## src/rtl/cpu1_pc_sequencer_pkg.sv

```systemverilog
// Shared definitions for the CPU1 program-counter sequencer and the dispatch unit.
package cpu1_pc_sequencer_pkg;

  typedef enum logic [1:0] {
    SLEEP = 2'b00,
    ARM   = 2'b01,
    RUN   = 2'b10,
    EXIT  = 2'b11
  } cpu1_state_e;

  localparam int          CPU1_PC_STEP  = 4;
  localparam logic [31:0] CPU1_RESET_PC = 32'h0000_0000;

endpackage

```

## src/rtl/cpu1_exit_timer.sv

```systemverilog
// Counts cycles spent in EXIT with wake still high and raises a sticky exit_err
// once EXIT_TIMEOUT cycles have elapsed.
module cpu1_exit_timer #(
  parameter int EXIT_TIMEOUT = 16
) (
  input  logic sclk,
  input  logic reset,
  input  logic i_active,
  input  logic i_wake,
  output logic o_exit_err
);

  localparam int CW = $clog2(EXIT_TIMEOUT + 1);

  logic [CW-1:0] r_cnt;
  logic          r_exit_err;

  always_ff @(posedge sclk or negedge reset) begin
    if (!reset) begin
      r_cnt      <= '0;
      r_exit_err <= 1'b0;
    end else if (i_active && i_wake) begin
      // Counter saturates at the timeout; the flag fires on the cycle it gets there.
      if (r_cnt != CW'(EXIT_TIMEOUT)) r_cnt <= r_cnt + 1'b1;
      if (r_cnt == CW'(EXIT_TIMEOUT - 1)) r_exit_err <= 1'b1;
    end else begin
      r_cnt <= '0;
    end
  end

  assign o_exit_err = r_exit_err;

endmodule

```

## src/rtl/cpu1_pc_sequencer.sv

```systemverilog
// CPU1 program counter owner: sleep/arm/run/exit sequencing, PC stepping and branching.
// Optional build macro CPU1_PC_ALIGN_CHECK_EN enables alignment checking of loaded PCs.
module cpu1_pc_sequencer
  import cpu1_pc_sequencer_pkg::*;
#(
  parameter int              PC_W         = 32,
  parameter int              PC_STEP      = CPU1_PC_STEP,
  parameter logic [PC_W-1:0] RESET_PC     = PC_W'(CPU1_RESET_PC),
  parameter int              EXIT_TIMEOUT = 16,
  parameter int              CNT_W        = 16
) (
  input  logic             sclk,
  input  logic             reset,
  input  logic             wake,
  input  logic             runtime_sel,
  input  logic             load_pc,
  input  logic [PC_W-1:0]  pc_in,
  input  logic             stall,
  input  logic             branch_taken,
  input  logic [PC_W-1:0]  branch_target,
  input  logic             exit_req,
  output logic [PC_W-1:0]  pc,
  output logic             fetch_en,
  output logic             runtime,
  output logic             cpu_exit,
  output logic [CNT_W-1:0] run_cycles,
  output logic             exit_err,
  output logic             align_err
);

  cpu1_state_e      r_state, w_state_nxt;
  logic             r_load_prev;
  logic             w_load_edge;
  logic [PC_W-1:0]  r_pc;
  logic             r_fetch_en, r_runtime, r_cpu_exit, r_align_err;
  logic [CNT_W-1:0] r_run_cycles;
  logic [PC_W-1:0]  w_pc_in_fix, w_bt_fix;
  logic             w_pc_in_mis, w_bt_mis;

  assign w_load_edge = load_pc & ~r_load_prev;

`ifdef CPU1_PC_ALIGN_CHECK_EN
  assign w_pc_in_mis = |pc_in[1:0];
  assign w_bt_mis    = |branch_target[1:0];
  assign w_pc_in_fix = {pc_in[PC_W-1:2], 2'b00};
  assign w_bt_fix    = {branch_target[PC_W-1:2], 2'b00};
`else
  assign w_pc_in_mis = 1'b0;
  assign w_bt_mis    = 1'b0;
  assign w_pc_in_fix = pc_in;
  assign w_bt_fix    = branch_target;
`endif

  always_ff @(posedge sclk or negedge reset) begin
    if (!reset) r_state <= SLEEP;
    else        r_state <= w_state_nxt;
  end

  always_comb begin
    w_state_nxt = r_state;
    case (r_state)
      SLEEP: if (w_load_edge && wake) w_state_nxt = ARM;
      ARM:   w_state_nxt = wake ? RUN : SLEEP;
      RUN: begin
        if (!wake)            w_state_nxt = SLEEP;
        else if (w_load_edge) w_state_nxt = ARM;
        else if (exit_req)    w_state_nxt = EXIT;
      end
      EXIT:  if (!wake) w_state_nxt = SLEEP;
      default: w_state_nxt = SLEEP;
    endcase
  end

  // Registered outputs; fetch_en tracks the state being entered so it lines up with pc.
  always_ff @(posedge sclk or negedge reset) begin
    if (!reset) begin
      r_load_prev  <= 1'b0;
      r_pc         <= RESET_PC;
      r_fetch_en   <= 1'b0;
      r_runtime    <= 1'b0;
      r_cpu_exit   <= 1'b0;
      r_run_cycles <= '0;
      r_align_err  <= 1'b0;
    end else begin
      r_load_prev <= load_pc;
      r_fetch_en  <= (w_state_nxt == RUN);
      r_cpu_exit  <= (r_state == RUN) && wake && !w_load_edge && exit_req;
      case (r_state)
        SLEEP: begin
          if (w_load_edge && wake) begin
            r_pc         <= w_pc_in_fix;
            r_runtime    <= runtime_sel;
            r_run_cycles <= '0;
            if (w_pc_in_mis) r_align_err <= 1'b1;
          end
        end
        RUN: begin
          if (wake && w_load_edge) begin
            r_pc         <= w_pc_in_fix;
            r_runtime    <= runtime_sel;
            r_run_cycles <= '0;
            if (w_pc_in_mis) r_align_err <= 1'b1;
          end else begin
            if (r_run_cycles != {CNT_W{1'b1}}) r_run_cycles <= r_run_cycles + 1'b1;
            if (wake && !exit_req && !stall) begin
              if (branch_taken) begin
                r_pc <= w_bt_fix;
                if (w_bt_mis) r_align_err <= 1'b1;
              end else begin
                r_pc <= r_pc + PC_W'(PC_STEP);
              end
            end
          end
        end
        default: ;
      endcase
    end
  end

  cpu1_exit_timer #(.EXIT_TIMEOUT(EXIT_TIMEOUT)) u_exit_timer (
    .sclk       (sclk),
    .reset      (reset),
    .i_active   (r_state == EXIT),
    .i_wake     (wake),
    .o_exit_err (exit_err)
  );

  assign pc         = r_pc;
  assign fetch_en   = r_fetch_en;
  assign runtime    = r_runtime;
  assign cpu_exit   = r_cpu_exit;
  assign run_cycles = r_run_cycles;
  assign align_err  = r_align_err;

endmodule

```

## config.mk

```make
export PLATFORM = sky130hd
export DESIGN_NAME = cpu1_pc_sequencer
export DESIGN_NICKNAME = d
export VERILOG_FILES = /design/src/rtl/cpu1_pc_sequencer_pkg.sv /design/src/rtl/cpu1_exit_timer.sv /design/src/rtl/cpu1_pc_sequencer.sv
export SDC_FILE = /design/constraint.sdc
export NUM_CORES = 1
export LEC_CHECK = 0
export CORE_UTILIZATION = 50
export DETAILED_ROUTE_END_ITERATION = 8
export PLACE_DENSITY = 0.85
export SLEW_MARGIN = 40
export SYNTH_ARGS = -nofsm -noshare
export SYNTH_HDL_FRONTEND = slang
export SYNTH_SLANG_ARGS = --single-unit
```

## constraint.sdc

```tcl
create_clock -name sclk -period 5.9 [get_ports sclk]
set_input_delay 0.59 -clock sclk [delete_from_list [all_inputs] [get_ports sclk]]
set_output_delay 0.59 -clock sclk [all_outputs]
set_load 0.05 [all_outputs]
```

==> results.md, run 1 <==
- Post-CTS Setup Inserts: 0
- Clock power frac: 27.4%
- Peak Freq: 336 MHz
- Crit-path max cell delay: 660 ps
- Hold Slack: 313 ps
- Clock-pin transition on the worst setup and hold timing paths: 80 ps
- Asr flop ratio synth: 100%
- Simple-gate portion of the synthesized area: 24.0%
- Synth Cell Area: 3930 um^2
- Antenna diodes: 0
- Vias: 4224
- Top cells by area, synth: dfrtp_1, a21oi_1, nand2_1
- CTS tree: yes
- Max Cap Viol: 0
- Final net count: 647
- Met3 Routed Length: 984 um
- Xor and xnor area share after synthesis: 4.43%
- Die area: 8210 um^2
- Syn nets: 538
- Endpoints failing hold: 0
- CTS resizes: 0
- Buf/Inv on CP: 3
- Ys flop type: dfrtp_1
- Initial antenna violation count: 0
- P&R area growth vs syn: 39.2%
- Number of DRC markers in iteration 0: 444
- Crit-path max FO: 35
- Logic gate share of total power: 36.2%
- Clock Skew: 13.9 ps
- Setup-failing EPs final: 0
- Max VDD drop: 0.000140 V
- Worst Max-Slew Pin Slew: 788 ps
- Metal-1 WL: 5.04 mm
- WL met2: 5.72 mm
- Outcome: finished, final reports clean
- First-pass GRT wire length: 19.7 mm
- Slew Limit Fails: 0
- CTS H-tree lvls: 3
- Post-synthesis sequential area ratio: 38.3%
- Die H: 90.6 um
- Commonest cells post-synth: dfrtp_1, nand2_1, a21oi_1
- CTS Buf Count: 9
- PD cells: 285 nW/um^2
- Int Power: 0.932 mW
- Synth area leader: dfrtp_1
- GRT Util Overall: 30.1%
- Synth cell types: 61
- Most common cell in the netlist: dfrtp_1
- Pwr Total: 1.56 mW
- Finished Layout Cells: 674
- RSZ-0062 raised after global routing: no
- Die Wd: 90.6 um
- Flops & latches, synth: 60
- Core Rows: 31
- Fraction of layout cells with a size suffix above 1: 6.09%
- Post-Synth Adder-Cell Area: 1.59%
- Post-synth EDFFs: 0
- WL/cell: 17.8 um
- Startpoint types: input pin
- CP max-delay cell: nand3_1
- Max_slew headroom: 47.4%
- Clock Path Buffers: 2
- Sequential share of power: 36.4%
- Setup TNS: 0 ps
- Vias per cell: 6.27
- Compound-cell area share of the yosys netlist: 24.9%
- Min-delay worst type: in2async
- Ys Warns: 0
- Post-synthesis mux area share: 2.58%
- Initial Util: 53.0%
- Top Layer Used: met4
- Final Critical Period: 2980 ps
- Root Buffer: clkbuf_8
- CP Class: in2reg
- Final WL: 12.0 mm
- Total grt overflow: 0
- Worst Setup End Kind: flip-flop
- Sink Count: 60
- Critical Path RT: 6180 ps
- Switching power: 0.626 mW
- Mean post-synth cell area: 8.51 um^2
- GPL Wtd Cong: 0.857
- FILL cells: 549
- Worst-skew pair later-pin latency: 360 ps
- Leak: 2.16 nW
- CP top delay family: buffers and inverters
- # placed instances: 658
- Largest net degree at the start of global routing: 61
- DP HPWL: 8.35 mm
- Drt pass-1 iters: 5
- Antenna Nets Post-Route: 0
- Cell chain of the critical path: clkdlybuf4s50_1, buf_4, inv_1, nand3_1, o311a_1, o21ai_0
- Core Region: 7410 um^2
- Worst slack at placement: 2690 ps
- Sw Share: 40.2%
- Worst Slack Setup Final: 2920 ps
- Final period util: 50.5%
- Mapped Cells: 461
- Hold Buf Count CTS: 0
- Residual DRC: 0
- Io pins: 125
- Yosys top cell area share: 38.3%
- Port bufs: 123
- Largest family of logic cells by synthesized area: compound AO/OA/AOI/OAI gates
- Worst EP arrival: 3250 ps
- Vias in the first global route: 4036
-- path summary, 6_finish.rpt --
check,start,endpoint,slack (ps),depth (start not counted)
setup / recovery,branch_taken,pc[22],2920,6
hold / removal,reset,run_cycles[5],310,2
setup reg to reg,pc[2],pc[28],3560,6
hold reg to reg,u_exit_timer.o_exit_err,u_exit_timer.o_exit_err,470,1
max in group asynchronous,reset,pc[28],5200,2
min in group sclk,u_exit_timer.o_exit_err,u_exit_timer.o_exit_err,470,1
-- power by group through the flow --
stage	combinational [mW]	sequential [mW]	clock (mW)
6_report	0.564	0.567	0.428
5_1_grt	0.597	0.576	0.446
4_1_cts	0.563	0.564	0.429
3_5_place_dp	0.560	0.569	0
3_3_place_gp	0.547	0.566	0
2_1_floorplan	0.158	0.740	0
-- metrics by stage --
| step | utilization [%] | instance area, um^2 |
|---|---|---|
| finish | 73.8 | 5470 |
| global route | 73.8 | 5470 |
| global placement | 70.2 | 5200 |
| CTS | 73.7 | 5460 |
| detailed placement | 70.6 | 5230 |
| floorplan | - | 3930 |
-- per-layer routing --
layer  global-route usage [%]  up-vias
li1                         -     1947
met1                     42.1     1995
met2                     46.3      252
met3                     4.55       30
met4                     12.6        0
met5                        0        -
-- state kept, by name (all words and copies together) (netlist names) --
register                 count
u_exit_timer.r_cnt           5
pc                          32
run_cycles                  16
cpu_exit                     1
fetch_en                     1
r_load_prev                  1
runtime                      1
r_state                      2
u_exit_timer.o_exit_err      1
-- kinds of logic (layout without fill, tap and decap cells) --
kind of cell	count (synthesis)	in the layout
xor+xnor	19	19
flops	60	60
simple gates	180	180
mux	10	10
buf+inv	39	153
other cells	1	1
compound gates	147	147
fa+ha+maj	5	5
-- worst register-to-register path, cell delays in order, from the launching register on --
cell     delay (ps)
dfrtp_1         480
ha_1            250
and4_1          340
nor4b_2         540
nand3_1         180
o311a_1         310
o22ai_1         140
-- cell usage in the layout (no fill, tap or decap), types with 5 or more instances in the layout --
cell	Yosys	final
clkdlybuf4s50_1	0	122
and4_1	7	7
xnor2_1	9	9
and3_1	14	14
o21a_1	9	9
mux2i_1	9	9
o21ai_0	26	26
inv_1	8	8
nand4_1	16	16
a21oi_1	43	43
clkbuf_8	0	10
a2bb2oi_1	5	5
nand2_1	49	49
o211ai_1	10	10
nor3_1	11	10
ha_1	5	5
xor2_1	9	9
dfrtp_1	60	60
nor2b_1	5	5
nand3_1	23	23
nor2_1	32	31
-- cell type report --
cell class / instances / area (um^2) / share of cell area, %
Multi-Input combinational cell: 362 / 2300 / 42.1
Sequential cell: 60 / 1500 / 27.5
Timing Repair Buffer: 129 / 1280 / 23.5
Clock buffer: 10 / 138 / 2.52
Tap cell: 99 / 124 / 2.27
Clock inverter: 6 / 87.6 / 1.60
Inverter: 8 / 30.0 / 0.549
(Power assumes the default switching activity.)
==> run 2: changes to the inputs <==
Settings changed: CORE_UTILIZATION 50 to 47, PLACE_DENSITY 0.85 to 0.81.
Clock period 5.9 ns to 3.1 ns, I/O delays scaled along.
==> results.md, run 2 (synthesis gave the netlist of run 1 again) <==
- Max Cap Viol: 0 (unchanged)
- Clock Skew: 8.97 ps (-4.95 ps)
- Min-delay src: u_exit_timer.o_exit_err
- Total grt overflow: 0 (unchanged)
- First-pass GRT wire length: 20.0 mm (+1.4%)
- Max FFs per register: 32 (unchanged)
- Setup TNS: 0 ps (unchanged)
- Max VDD drop: 0.000348 V (+150%)
- Startpoint types: flip-flop
- Vias: 4265 (+0.97%)
- Antenna Nets Post-Route: 0 (unchanged)
- Antenna diodes: 0 (unchanged)
- Core Region: 7890 um^2 (+6.5%)
- Core Rows: 32 (+3.2%)
- Worst Setup End Kind: flip-flop
- Setup-failing EPs final: 0 (unchanged)
- Die Wd: 93.4 um (+3.1%)
- Min-delay worst type: reg2reg
- Initial antenna violation count: 0 (unchanged)
- Flop-to-flop setup slack: 660 ps (-2900 ps)
- Residual DRC: 0 (unchanged)
- Commonest cells after routing, fill and taps aside: clkdlybuf4s50_1, dfrtp_1, nand2_1, a21oi_1, nor2_1
- Top Layer Used: met4
- Vias per cell: 6.20 (-1.1%)
- Critical Path RT: 3350 ps (-2830 ps)
- Leak: 2.21 nW (+2.4%)
- Endpoints failing hold: 0 (unchanged)
- Worst Hold Path EP: u_exit_timer.o_exit_err
- Final WL: 12.1 mm (+0.91%)
- Crit-path max FO: 7 (-80%)
- CP Class: reg2reg
- Slew Limit Fails: 0 (unchanged)
- Hold Path Stages: 1
- Drt pass-1 iters: 5 (unchanged)
- RSZ-0062 raised after global routing: no
- Die area: 8720 um^2 (+6.2%)
- Peak Freq: 409 MHz
- FF-to-FF End: pc[28]
- Final net count: 658 (+1.7%)
- CTS Buf Count: 9 (unchanged)
- Metal-1 WL: 4.90 mm (-2.8%)
- Worst-skew pair later-pin latency: 340 ps (-20 ps)
- Worst r2r path cells: 6 (unchanged)
- GRT Util Overall: 29.3% (-0.83 points)
- Sink Count: 60 (unchanged)
- Fraction of layout cells with a size suffix above 1: 7.34% (+1.3 points)
- WL met2: 5.93 mm (+3.7%)
- Largest net degree at the start of global routing: 43 (-30%)
- Reg2reg start: pc[2]
- FILL cells: 597 (+8.7%)
- Hold Slack: 482 ps (+169 ps)
- Port bufs: 123 (unchanged)
- Max_slew headroom: 58.6% (+11 points)
- PD cells: 538 nW/um^2 (+89%)
- Number of DRC markers in iteration 0: 343 (-23%)
- # placed instances: 671 (+2.0%)
- Clock Path Buffers: 2 (unchanged)
- Met3 Routed Length: 895 um (-9.0%)
- P&R area growth vs syn: 41.4%
- Worst EP arrival: 2700 ps (-550 ps)
- Finished Layout Cells: 688 (+2.1%)
- Final Critical Period: 2440 ps
- CTS tree: yes
- DP HPWL: 8.80 mm (+5.4%)
- Clock-pin transition on the worst setup and hold timing paths: 70 ps (about the same)
- CTS H-tree lvls: 3 (unchanged)
- Root Buffer: clkbuf_8
- Die H: 93.4 um (+3.1%)
- GPL Wtd Cong: 0.900 (+5.1%)
- Initial Util: 49.8% (-3.2 points)
- Worst Max-Slew Pin Slew: 615 ps (-173 ps)
- Vias in the first global route: 4239 (+5.0%)
- Most common cell after layout, fill and taps aside: clkdlybuf4s50_1
- WL/cell: 17.6 um (-1.1%)
- Final period util: 78.8%
- Outcome: finished, final reports clean
- Io pins: 125 (unchanged)
-- run 2: final cells by class --
class,count,area (um^2),area share (%)
multi-input combinational,362,2280,41.1
clock inverter,3,67.6,1.22
inverter,8,30.0,0.541
tap,102,128,2.30
timing repair buffer,140,1370,24.7
clock buffer,13,169,3.04
sequential,60,1500,27.1
-- run 2: worst max path at each step --
stage / cells past startpoint / slack [ps] / from / end
finish: 6 / 660 / pc[2] / pc[28]
global route: 6 / 600 / pc[2] / pc[28]
detailed placement: 7 / 650 / wake / pc[30]
global placement: 6 / 760 / wake / pc[7]
CTS: 6 / 730 / pc[2] / pc[28]
floorplan: 8 / 800 / pc[2] / pc[24]
-- run 2: critical path: stages, from the launching register on --
cell and delay (ps):
dfrtp_1 470, ha_1 240, and4_1 350, nor4b_2 530, nand3_1 250, o311a_1 360, o22ai_1 150
-- run 2: layer usage --
layer,vias up,global-route usage [%]
li1,1979,-
met1,2016,37.3
met2,232,48.7
met3,38,4.80
met4,0,13.3
met5,-,0
-- run 2: through the flow --
stage | power, mW | utilization [%] | instance area (um^2) | worst slack [ps]
4_1_cts | 2.99 | 70.4 | 5550 | 727
3_5_place_dp | 2.15 | 67.2 | 5300 | 649
6_report | 2.99 | 70.4 | 5550 | 657
3_3_place_gp | 2.13 | 67.2 | 5300 | 759
5_1_grt | 3.11 | 70.4 | 5550 | 602
2_1_floorplan | 1.71 | - | 3930 | 801
-- run 2: repair_timing --
action | 4_1_cts | 5_1_grt
hold endpoints to repair | 39 | 0
buffers inserted | 0 | 0
resized for setup | 0 | 0
hold buffers | 1 | 0
-- run 2: power breakdown --
group | internal [mW] | switching [mW]
logic | 0.416 | 0.659
registers | 0.892 | 0.184
clock network | 0.519 | 0.317
